--- config.mk ---
export PLATFORM = sky130hd
export DESIGN_NAME = i2c_byte_engine
export DESIGN_NICKNAME = d
export VERILOG_FILES = /design/src/rtl/i2c_pkg.sv /design/src/rtl/i2c_phase_timer.sv /design/src/rtl/i2c_byte_engine.sv
export SDC_FILE = /design/constraint.sdc
export NUM_CORES = 1
export LEC_CHECK = 0
export BUFFER_PORTS_ARGS = -buffer_cell sky130_fd_sc_hd__buf_2
export CORE_UTILIZATION = 56
export CTS_CLUSTER_SIZE = 12
export DETAILED_ROUTE_END_ITERATION = 7
export GPL_TIMING_DRIVEN = 0
export PLACE_DENSITY = 0.78
export SYNTH_ARGS = -nofsm -noshare
export SYNTH_HDL_FRONTEND = slang
export SYNTH_SLANG_ARGS = --single-unit
--- constraint.sdc ---
create_clock -name clk -period 2.5 [get_ports clk]
set_clock_uncertainty 0.05 [all_clocks]
set_input_delay 0.375 -clock clk [delete_from_list [all_inputs] [get_ports clk]]
set_output_delay 0.375 -clock clk [all_outputs]
set_load 0.1 [all_outputs]
--- src/rtl/i2c_pkg.sv ---
// Shared definitions for the byte-level I2C master: command codes, FSM states,
// latched request payload and default prescaler width.
package i2c_pkg;

    localparam int unsigned I2C_DW_DEFAULT = 4;
    localparam int unsigned I2C_ACK_BIT    = 8;

    localparam logic [1:0] I2C_CMD_START = 2'b00;
    localparam logic [1:0] I2C_CMD_STOP  = 2'b01;
    localparam logic [1:0] I2C_CMD_WRITE = 2'b10;
    localparam logic [1:0] I2C_CMD_READ  = 2'b11;

    typedef enum logic [2:0] {
        ST_IDLE  = 3'd0,
        ST_START = 3'd1,
        ST_STOP  = 3'd2,
        ST_BIT   = 3'd3,
        ST_DONE  = 3'd4
    } i2c_state_t;

    typedef struct packed {
        logic [1:0] cmd;
        logic [7:0] data;
        logic       ack;
    } i2c_req_t;

endpackage

--- src/rtl/i2c_phase_timer.sv ---
// Quarter-bit timebase: DW-bit prescaler that advances a 2-bit phase q once
// every 2^DW enabled cycles.
module i2c_phase_timer #(
    parameter int unsigned DW = 4
) (
    input  logic       clk,
    input  logic       rst_n,
    input  logic       clr,
    input  logic       en,
    output logic       tick_c,
    output logic [1:0] q
);

    logic [DW-1:0] cnt;

    assign tick_c = en && (cnt == '1);

    always_ff @(posedge clk) begin
        if (!rst_n) begin
            cnt <= '0;
            q   <= '0;
        end else if (clr) begin
            cnt <= '0;
            q   <= '0;
        end else if (en) begin
            cnt <= cnt + DW'(1);
            if (tick_c) begin
                q <= q + 2'd1;
            end
        end
    end

endmodule

--- src/rtl/i2c_byte_engine.sv ---
// Byte-level I2C master: executes START/STOP/WRITE/READ commands on open-drain
// SCL/SDA enables, one command at a time through a stb/ready handshake.
module i2c_byte_engine
    import i2c_pkg::*;
#(
    parameter int unsigned DW = I2C_DW_DEFAULT
) (
    input  logic       clk,
    input  logic       rst_n,
    output logic       scl_oe,
    output logic       sda_oe,
    input  logic       sda_i,
    input  logic [7:0] data_in,
    input  logic       ack_in,
    input  logic [1:0] cmd,
    input  logic       stb,
    output logic [7:0] data_out,
    output logic       ack_out,
    output logic       ready
);

    i2c_state_t state, state_nxt;
    i2c_req_t   req, req_nxt;
    logic [3:0] bit_idx, bit_idx_nxt;
    logic [8:0] sh, sh_nxt;
    logic       scl_nxt, sda_nxt, ready_nxt, ack_out_nxt;
    logic [7:0] data_out_nxt;
    logic       accept, busy, tick, phase_end, bit_sda;
    logic [1:0] q;

    assign accept    = stb && ready;
    assign busy      = (state == ST_START) || (state == ST_STOP) || (state == ST_BIT);
    assign phase_end = tick && (q == 2'd3);

    i2c_phase_timer #(.DW(DW)) u_timer (
        .clk    (clk),
        .rst_n  (rst_n),
        .clr    (accept),
        .en     (busy),
        .tick_c (tick),
        .q      (q)
    );

    // SDA pull for the current bit: data bits only pulled on WRITE, ACK slot only on READ
    always_comb begin
        bit_sda = 1'b0;
        if (bit_idx == 4'(I2C_ACK_BIT)) begin
            bit_sda = (req.cmd == I2C_CMD_READ) ? ~req.ack : 1'b0;
        end else if (req.cmd == I2C_CMD_WRITE) begin
            bit_sda = ~req.data[~bit_idx[2:0]];
        end
    end

    always_comb begin
        state_nxt    = state;
        req_nxt      = req;
        bit_idx_nxt  = bit_idx;
        sh_nxt       = sh;
        scl_nxt      = scl_oe;
        sda_nxt      = sda_oe;
        data_out_nxt = data_out;
        ack_out_nxt  = ack_out;

        case (state)
            ST_IDLE: begin
                if (accept) begin
                    req_nxt     = '{cmd: cmd, data: data_in, ack: ack_in};
                    bit_idx_nxt = 4'd0;
                    case (cmd)
                        I2C_CMD_START: state_nxt = ST_START;
                        I2C_CMD_STOP:  state_nxt = ST_STOP;
                        default:       state_nxt = ST_BIT;
                    endcase
                end
            end
            ST_START: begin
                scl_nxt = (q == 2'd0) || (q == 2'd3);
                sda_nxt = q[1];
                if (phase_end) begin
                    state_nxt = ST_DONE;
                end
            end
            ST_STOP: begin
                scl_nxt = (q == 2'd0);
                sda_nxt = ~q[1];
                if (phase_end) begin
                    state_nxt = ST_DONE;
                end
            end
            ST_BIT: begin
                scl_nxt = (q == 2'd0) || (q == 2'd3);
                sda_nxt = bit_sda;
                if (tick && (q == 2'd2)) begin
                    sh_nxt = {sh[7:0], sda_i};
                end
                if (phase_end) begin
                    if (bit_idx == 4'(I2C_ACK_BIT)) begin
                        state_nxt    = ST_DONE;
                        data_out_nxt = sh[8:1];
                        ack_out_nxt  = sh[0];
                    end else begin
                        bit_idx_nxt = bit_idx + 4'd1;
                    end
                end
            end
            ST_DONE: begin
                state_nxt = ST_IDLE;
            end
            default: begin
                state_nxt = ST_IDLE;
            end
        endcase

        ready_nxt = (state_nxt == ST_IDLE);
    end

    always_ff @(posedge clk) begin
        if (!rst_n) begin
            state    <= ST_IDLE;
            req      <= '0;
            bit_idx  <= '0;
            sh       <= '0;
            scl_oe   <= 1'b0;
            sda_oe   <= 1'b0;
            ready    <= 1'b1;
            data_out <= '0;
            ack_out  <= 1'b0;
        end else begin
            state    <= state_nxt;
            req      <= req_nxt;
            bit_idx  <= bit_idx_nxt;
            sh       <= sh_nxt;
            scl_oe   <= scl_nxt;
            sda_oe   <= sda_nxt;
            ready    <= ready_nxt;
            data_out <= data_out_nxt;
            ack_out  <= ack_out_nxt;
        end
    end

endmodule
==> results of run 1 <==
Yosys cell counts, drive strengths merged, types with 2 or more instances:
| master | instances |
|---|---|
| a21oi | 7 |
| a31oi | 3 |
| buf | 5 |
| clkbuf | 5 |
| dfxtp | 45 |
| ha | 6 |
| inv | 9 |
| mux2i | 29 |
| mux4 | 2 |
| nand2 | 10 |
| nand3 | 2 |
| nand3b | 2 |
| nand4 | 4 |
| nand4b | 2 |
| nor2 | 36 |
| nor4 | 3 |
| o211ai | 3 |
| o21a | 2 |
| o21ai | 6 |
| xnor2 | 2 |
| xor2 | 2 |
power by group:
part / internal, mW / leakage, nW / switching (mW)
sequential: 0.767 / 0.365 / 0.0288
combinational: 0.121 / 0.454 / 0.240
clock: 0.239 / 0.0455 / 0.224
total: 1.13 / 0.864 / 0.493
worst max-delay path, cell delays in order, from the launching register on:
cell	delay, ps
sky130_fd_sc_hd__dfxtp_1	450
sky130_fd_sc_hd__mux4_1	570
sky130_fd_sc_hd__mux2_2	280
sky130_fd_sc_hd__or4b_1	530
sky130_fd_sc_hd__a21oi_1	130
sequential cells by signal, summed over array words and instances (netlist names):
name	count
scl_oe	1
ready	1
state	3
u_timer.q	2
req	11
data_out	8
u_timer.cnt	4
ack_out	1
bit_idx	4
sda_oe	1
sh	9
area by class of cell:
cell class | count | area, um^2
flip-flops and latches | 45 | 901
clock buffers | 7 | 55.1
multi-input cells | 138 | 977
clock inverters | 1 | 30.0
repair buffers | 26 | 130
fillers | 284 | 1110
inverters | 9 | 33.8
plain buffers | 10 | 43.8
well taps | 46 | 57.6
cell families (layout without fill, tap and decap cells):
| group | count (synthesis) | after routing | synth area share |
|---|---|---|---|
| buf+inv | 19 | 53 | 0.0397 |
| simple gates | 68 | 68 | 0.170 |
| xor+xnor | 4 | 4 | 0.0179 |
| flops | 45 | 45 | 0.461 |
| compound gates | 28 | 28 | 0.0928 |
| mux | 32 | 32 | 0.181 |
| fa+ha+maj | 6 | 6 | 0.0384 |
through the flow:
stage / hold WS [ps] / instance area (um^2)
5_1_grt: 197 / 2230
2_1_floorplan: 401 / 1960
3_5_place_dp: 429 / 2140
3_3_place_gp: 416 / 2140
4_1_cts: 193 / 2230
6_report: 199 / 2230
path summary, 6_finish.rpt:
check	slack [ps]	endpoint	start	depth (start not counted)
worst min-delay path	200	req[0]$_SDFFE_PN0P_	ack_in	3
worst max register to register	440	sda_oe$_SDFFE_PN0P_	bit_idx[2]$_SDFFE_PN0P_	4
worst max-delay path	440	sda_oe$_SDFFE_PN0P_	bit_idx[2]$_SDFFE_PN0P_	4
worst min register to register	450	data_out[0]$_SDFFE_PN0P_	data_out[0]$_SDFFE_PN0P_	2
per-layer routing:
metal	vias up	global-route usage	routed length (um)
li1	771	-	-
met1	693	0.270	1720
met2	31	0.334	1550
met3	9	0.0588	140
met4	0	0.0877	59
met5	-	0	0
==> impl_summary.md, run 1 <==
Synthesis
Synthesis produced a netlist with a net count of 223. The combined area of all synthesized cells is 1960 um^2. Summed over all instances, the cell type with the most area after synthesis is sky130_fd_sc_hd__dfxtp_1. After synthesis the netlist holds a flip-flop and latch count of 45. The count of synthesis-stage warnings from yosys is 0.

The share of synthesized area in the top cell type comes to 0.461. In this run, distinct cell masters in the synthesized netlist total 38. By area the synthesized netlist is led by sky130_fd_sc_hd__dfxtp_1, sky130_fd_sc_hd__mux2i_1, sky130_fd_sc_hd__nor2_1, sky130_fd_sc_hd__ha_1, sky130_fd_sc_hd__mux4_1. For this run, asynchronously set or reset flops after synthesis account for 0.

The post-synthesis cell count is 202. In the synthesized netlist the dominant register cell turns out to be sky130_fd_sc_hd__dfxtp_1. The count of flip-flops with a built-in enable after synthesis is 0. The synthesized area divided by synthesized cell count is 9.68 um^2. For this run, the register share of the synthesized area comes to 0.461.

Detailed routing
The first-pass iteration count of the detailed router is 4. In this run, the number of DRC markers left after iteration 0 of detailed routing was 61. Using the TritonRoute via totals, the vias-per-cell ratio works out to 5.33. The detail route stage leaves a number of antenna-violating nets equal to 0. The via count is 1,504. The routed wire length is 3480 um.

After detailed routing, the number of remaining DRC violations is 0. After detailed routing, the average wire length per cell comes to 12.3 um.

Worst setup path
The highest net fanout along the worst path is 5. The worst setup path is captured at a register. Data arrives at the worst endpoint at 2300 ps. The nature of the critical path startpoint is a register. The data required time at the worst endpoint is 2740 ps. The critical path class is reg -> reg.

Floorplan
After floorplanning, the core was divided into 21 placement rows. The die is 61.1 um wide. The floorplan step defined a core boundary enclosing 3340 um^2.

The die covers 3730 um^2. The boundary pin count is 27. The initial utilization of the core area, before any placement, comes to 0.586. The die is 61.1 um tall.

Clocking
The master cell of the clock root buffer is sky130_fd_sc_hd__clkbuf_4. The later-pin clock latency in the skew report is 350 ps. Counting the buffers created by CTS gives 5.

After clock tree synthesis, the clock-pin slew on the worst setup and hold paths is 130 ps. The clock tree from TritonCTS is done. In this run the post-CTS setup repair buffer count came out at 0.

The clock net sink count is 45. The depth of the CTS H-tree is 2. The clock passes through at most 2 buffers. The post-cts resize count is 0. The number of buffers inserted by hold repair at cts is 0.

STA
The final-report hold violation count is 0. The aggregate negative setup slack is 0 ps. Dividing the final minimum period by the clock period gives 0.824. The post-layout minimum cycle time is 2060 ps. The relative slew slack is 0.652. The maximum achievable frequency is 486 MHz.

Setup repair after global routing left no endpoint under its margin. Setup violations remaining at the end of the flow were counted as 0. The number of max-slew violations in the final report is 0. After layout, the worst setup slack is 440 ps. At the pin with the least slew margin, the transition time is 521 ps.

Place
The minimum setup slack after placement is 487 ps. Port buffering added 26 buffers. In this run, placement finished with an instance count of 274. The wire-length estimate of the detail-placed layout is 2540 um.

Routability-driven placement finished with a final weighted congestion of 0.876.

Final layout
The repair_antennas step left the layout with diodes totalling 0. The net count of the finished layout is 256. The share of cells above drive strength 1 is 0.178. The share of the core filled with cells in the final layout is 0.668. The most common library cell in the layout ignoring fill and taps is sky130_fd_sc_hd__dfxtp_1. In the layout the commonest cells are sky130_fd_sc_hd__dfxtp_1, sky130_fd_sc_hd__nor2_1, sky130_fd_sc_hd__buf_2. The growth of design area from synthesis to finish is 13.9%. The number of cells in the finished layout apart from fillers is 282.

Min path
The tightest min-delay check is of the in -> reg type.

GRT
The via count of the first global-routing pass is 1,314. The first global-routing pass estimated 5660 um of wire. The largest net degree at the start of global routing is 14. The sum of overflow across all layers after global routing is 0. For this run, the total global-route usage over all layers was measured as 0.210.

The initial antenna violation count is 0.

Power
The total power density per cell area is 727 nW/um^2. In this run the static leakage power is 0.864 nW. The largest voltage drop on the vdd net is 0.370 mV. The total power consumption of the routed design is 1.62 mW.

Status
The run finished with clean final reports.

Run
The number of max-cap violations is 0.
Power figures use the tool's default switching activity.
==> inputs of run 2 (changes only) <==
Clock period 2.5 ns to 2 ns, I/O delays scaled along.
==> run 2 against run 1 <==
  * Sequential share of layout area is essentially flat
  * Utilization grew 0.37 points
  * Design area grew 0.56%
  * Global-route usage grew 0.27 points
  * Fmax grew 4.5%
  * Combinational power grew 27%
  * Register-to-register slack lost 410 ps
  * Critical path depth is the same
  * Clock power shrank 7.8%
  * Largest cell class unchanged
  * Largest power group unchanged
==> impl_summary.md, run 2 (synthesis gave the netlist of run 1 again) <==
GRT
The largest net degree at the start of global routing is 15. The wire length of the first global-routing pass is 5670 um. The via count of the first global-routing pass was 1,263. The total overflow left after global routing is 0. The initial antenna violation count is 0.

The combined global-route utilization of all metal layers is 0.213.

Worst setup path
The worst reg2reg path startpoint is bit_idx[2]$_SDFFE_PN0P_. The element type at the critical path end is a register. The nature of the critical path startpoint is a register. The worst register-to-register path has a depth of 4. By startpoint and endpoint, the worst setup path is classified as reg -> reg. The worst path arrival time is 2220 ps. Along the worst path, the maximum fanout reaches 5. The data required time at the worst endpoint is 2250 ps. The end of the worst register-to-register path is sda_oe$_SDFFE_PN0P_. In this run the register-to-register setup slack is 30 ps.

Clocking
In this run, post-CTS hold repair placed 0 buffers. After clock tree synthesis, the clock-pin slew on the worst setup and hold paths is 140 ps. TritonCTS built the clock tree. The clock net sink count is 45. The number of buffers created by CTS is 5. The maximum clock path buffer count is 2. The clock reaches the later pin of the worst-skew pair after 370 ps.

The cell sitting at the root of the clock tree is a sky130_fd_sc_hd__clkbuf_4. The depth of the CTS H-tree is 2.

Final layout
The antenna cell count is 0. The number of flip-flops in the largest register is 11. The share of cells above drive strength 1 is 0.222. The number of cells in the finished layout apart from fillers is 285. In the layout the commonest cells are sky130_fd_sc_hd__dfxtp_1, sky130_fd_sc_hd__nor2_1, sky130_fd_sc_hd__buf_2. The largest registers in the layout are req x11, sh x9, data_out x8.

Once layout is done, the placed cells without fillers occupy 2240 um^2. The final layout contains 259 nets. The flip-flop and latch area is 906 um^2. req holds more flip-flops than any other register. The combined area of the multi-input logic cells is 988 um^2. Fill cells in the final layout number 297. Compared with the post-synthesis result, the final layout area differs by 14.6%. The library cell used most frequently in the layout, excluding fill and tap cells, is sky130_fd_sc_hd__dfxtp_1.

Detailed routing
The routed wire length per instance is 12.8 um. After detailed routing, the total wire length is 3640 um. The routed layout has 1,503 vias. After detailed routing, the number of vias per cell comes to 5.27.

The detailed router finished its first iteration with 79 violations. For this run, the detailed router's first-pass iteration total came to 4. The number of remaining DRC errors is 0. The post-detailed-route count of antenna-violating nets is 0.

Power
The total power density per cell area is 840 nW/um^2. The leakage dissipation is 0.869 nW. The design draws 1.88 mW. The worst-case IR drop observed on VDD is 0.579 mV.

Min path
The hold path endpoint is req[2]$_SDFFE_PN0P_. The startpoint identified for the worst hold timing path is data_in[1]. The number of stages on the worst hold path is 3. The path category of the worst min-delay check is in -> reg.

Place
The HPWL after detailed placement is 2480 um. The cell area after placement is 2140 um^2. Counting tap cells, the placed design contains a total of 274 instances.

At the end of routability-driven placement, the weighted congestion stood at 0.794. The quantity of I/O buffers inserted on ports is 26. Prior to clock tree synthesis, the placed netlist has a worst setup slack of -36.7 ps.

Status
The run finished with clean final reports.

STA
Setup repair after global routing left no endpoint under its margin. The final-report hold violation count is 0. In the post-route analysis, the smallest setup slack over all paths is 28.8 ps. Headroom to the max-slew limit came out at 0.679. The post-layout minimum cycle time is 1970 ps.

The number of max-slew violations in the final report is 0. The final critical-path share of the clock period is 0.986. The maximum achievable frequency is 507 MHz. For the pin with the worst max-slew slack, the measured transition is 485 ps. The total setup violations reported at the end of the flow is 0.

Summed over all failing endpoints, the final setup total negative slack is 0 ps.

Floorplan
The area of the die is 3730 um^2. The starting density of the core is 0.586. The area of the core is 3340 um^2. The horizontal die dimension is 61.1 um. 27 I/O pins were placed.

In this run the vertical extent of the chip is 61.1 um. The number of placement rows is 21.

Run
The number of max-cap violations is 0.
## run 2: cell types whose count changed in the layout (fill, tap and decap cells not counted), moves of 2 or more
cell / before / now
sky130_fd_sc_hd__mux4_2: 0 / 2
sky130_fd_sc_hd__buf_4: 0 / 4
sky130_fd_sc_hd__dfxtp_1: 45 / 43
sky130_fd_sc_hd__clkinv_2: 0 / 2
sky130_fd_sc_hd__mux4_1: 2 / 0
sky130_fd_sc_hd__clkbuf_1: 6 / 4
## run 2: metrics by stage
step | hold WS, ps | util
after floorplan | 388 | -
after global placement | 415 | 0.643
after detailed placement | 423 | 0.643
after CTS | 114 | 0.660
after global routing | 113 | 0.672
final | 122 | 0.672
## run 2: where the power goes
part,leakage [nW],switching [mW],internal (mW),total [mW]
registers,0.366,0.0369,0.959,0.996
clock network,0.0310,0.294,0.133,0.427
logic,0.473,0.307,0.152,0.459
total,0.869,0.638,1.24,1.88
## run 2: timing repair
action / CTS / global route
hold endpoints to repair: 0 / 0
gates resized for setup: 2 / 9
endpoints found under the setup margin: 1 / 11
setup buffers: 0 / 3
pin swaps: 0 / 3
cloned: 0 / 1
## run 2: layer usage
| layer | track usage | up-vias | share of wire |
|---|---|---|---|
| met5 | 0 | - | 0 |
| met4 | 0.107 | 0 | 0.017 |
| met3 | 0.0693 | 6 | 0.043 |
| met2 | 0.304 | 30 | 0.43 |
| met1 | 0.289 | 694 | 0.51 |
| li1 | - | 773 | - |
## run 2: final cells by class
type,count,area share
multi-input cells,138,0.441
flip-flops and latches,45,0.404
repair buffers,30,0.0704
well taps,46,0.0257
plain buffers,9,0.0190
clock buffers,5,0.0168
inverters,9,0.0151
clock inverters,3,0.00782
## run 2: worst max-delay path, stage by stage (launching register included)
cell	delay, ps
sky130_fd_sc_hd__dfxtp_4	410
sky130_fd_sc_hd__mux4_2	500
sky130_fd_sc_hd__mux2_2	280
sky130_fd_sc_hd__or4b_1	510
sky130_fd_sc_hd__a21oi_1	150
## run 2: worst max-delay path by stage
stage                                 start                  end  slack [ps]  cells after the start
global route        bit_idx[2]$_SDFFE_PN0P_  sda_oe$_SDFFE_PN0P_           6                      4
floorplan                  ready$_SDFF_PN1_  req[6]$_SDFFE_PN0P_          60                      6
finish              bit_idx[2]$_SDFFE_PN0P_  sda_oe$_SDFFE_PN0P_          30                      4
CTS                 bit_idx[2]$_SDFFE_PN0P_  sda_oe$_SDFFE_PN0P_          10                      4
detailed placement  bit_idx[2]$_SDFFE_PN0P_  sda_oe$_SDFFE_PN0P_         -40                      4
global placement    bit_idx[2]$_SDFFE_PN0P_  sda_oe$_SDFFE_PN0P_         -40                      4
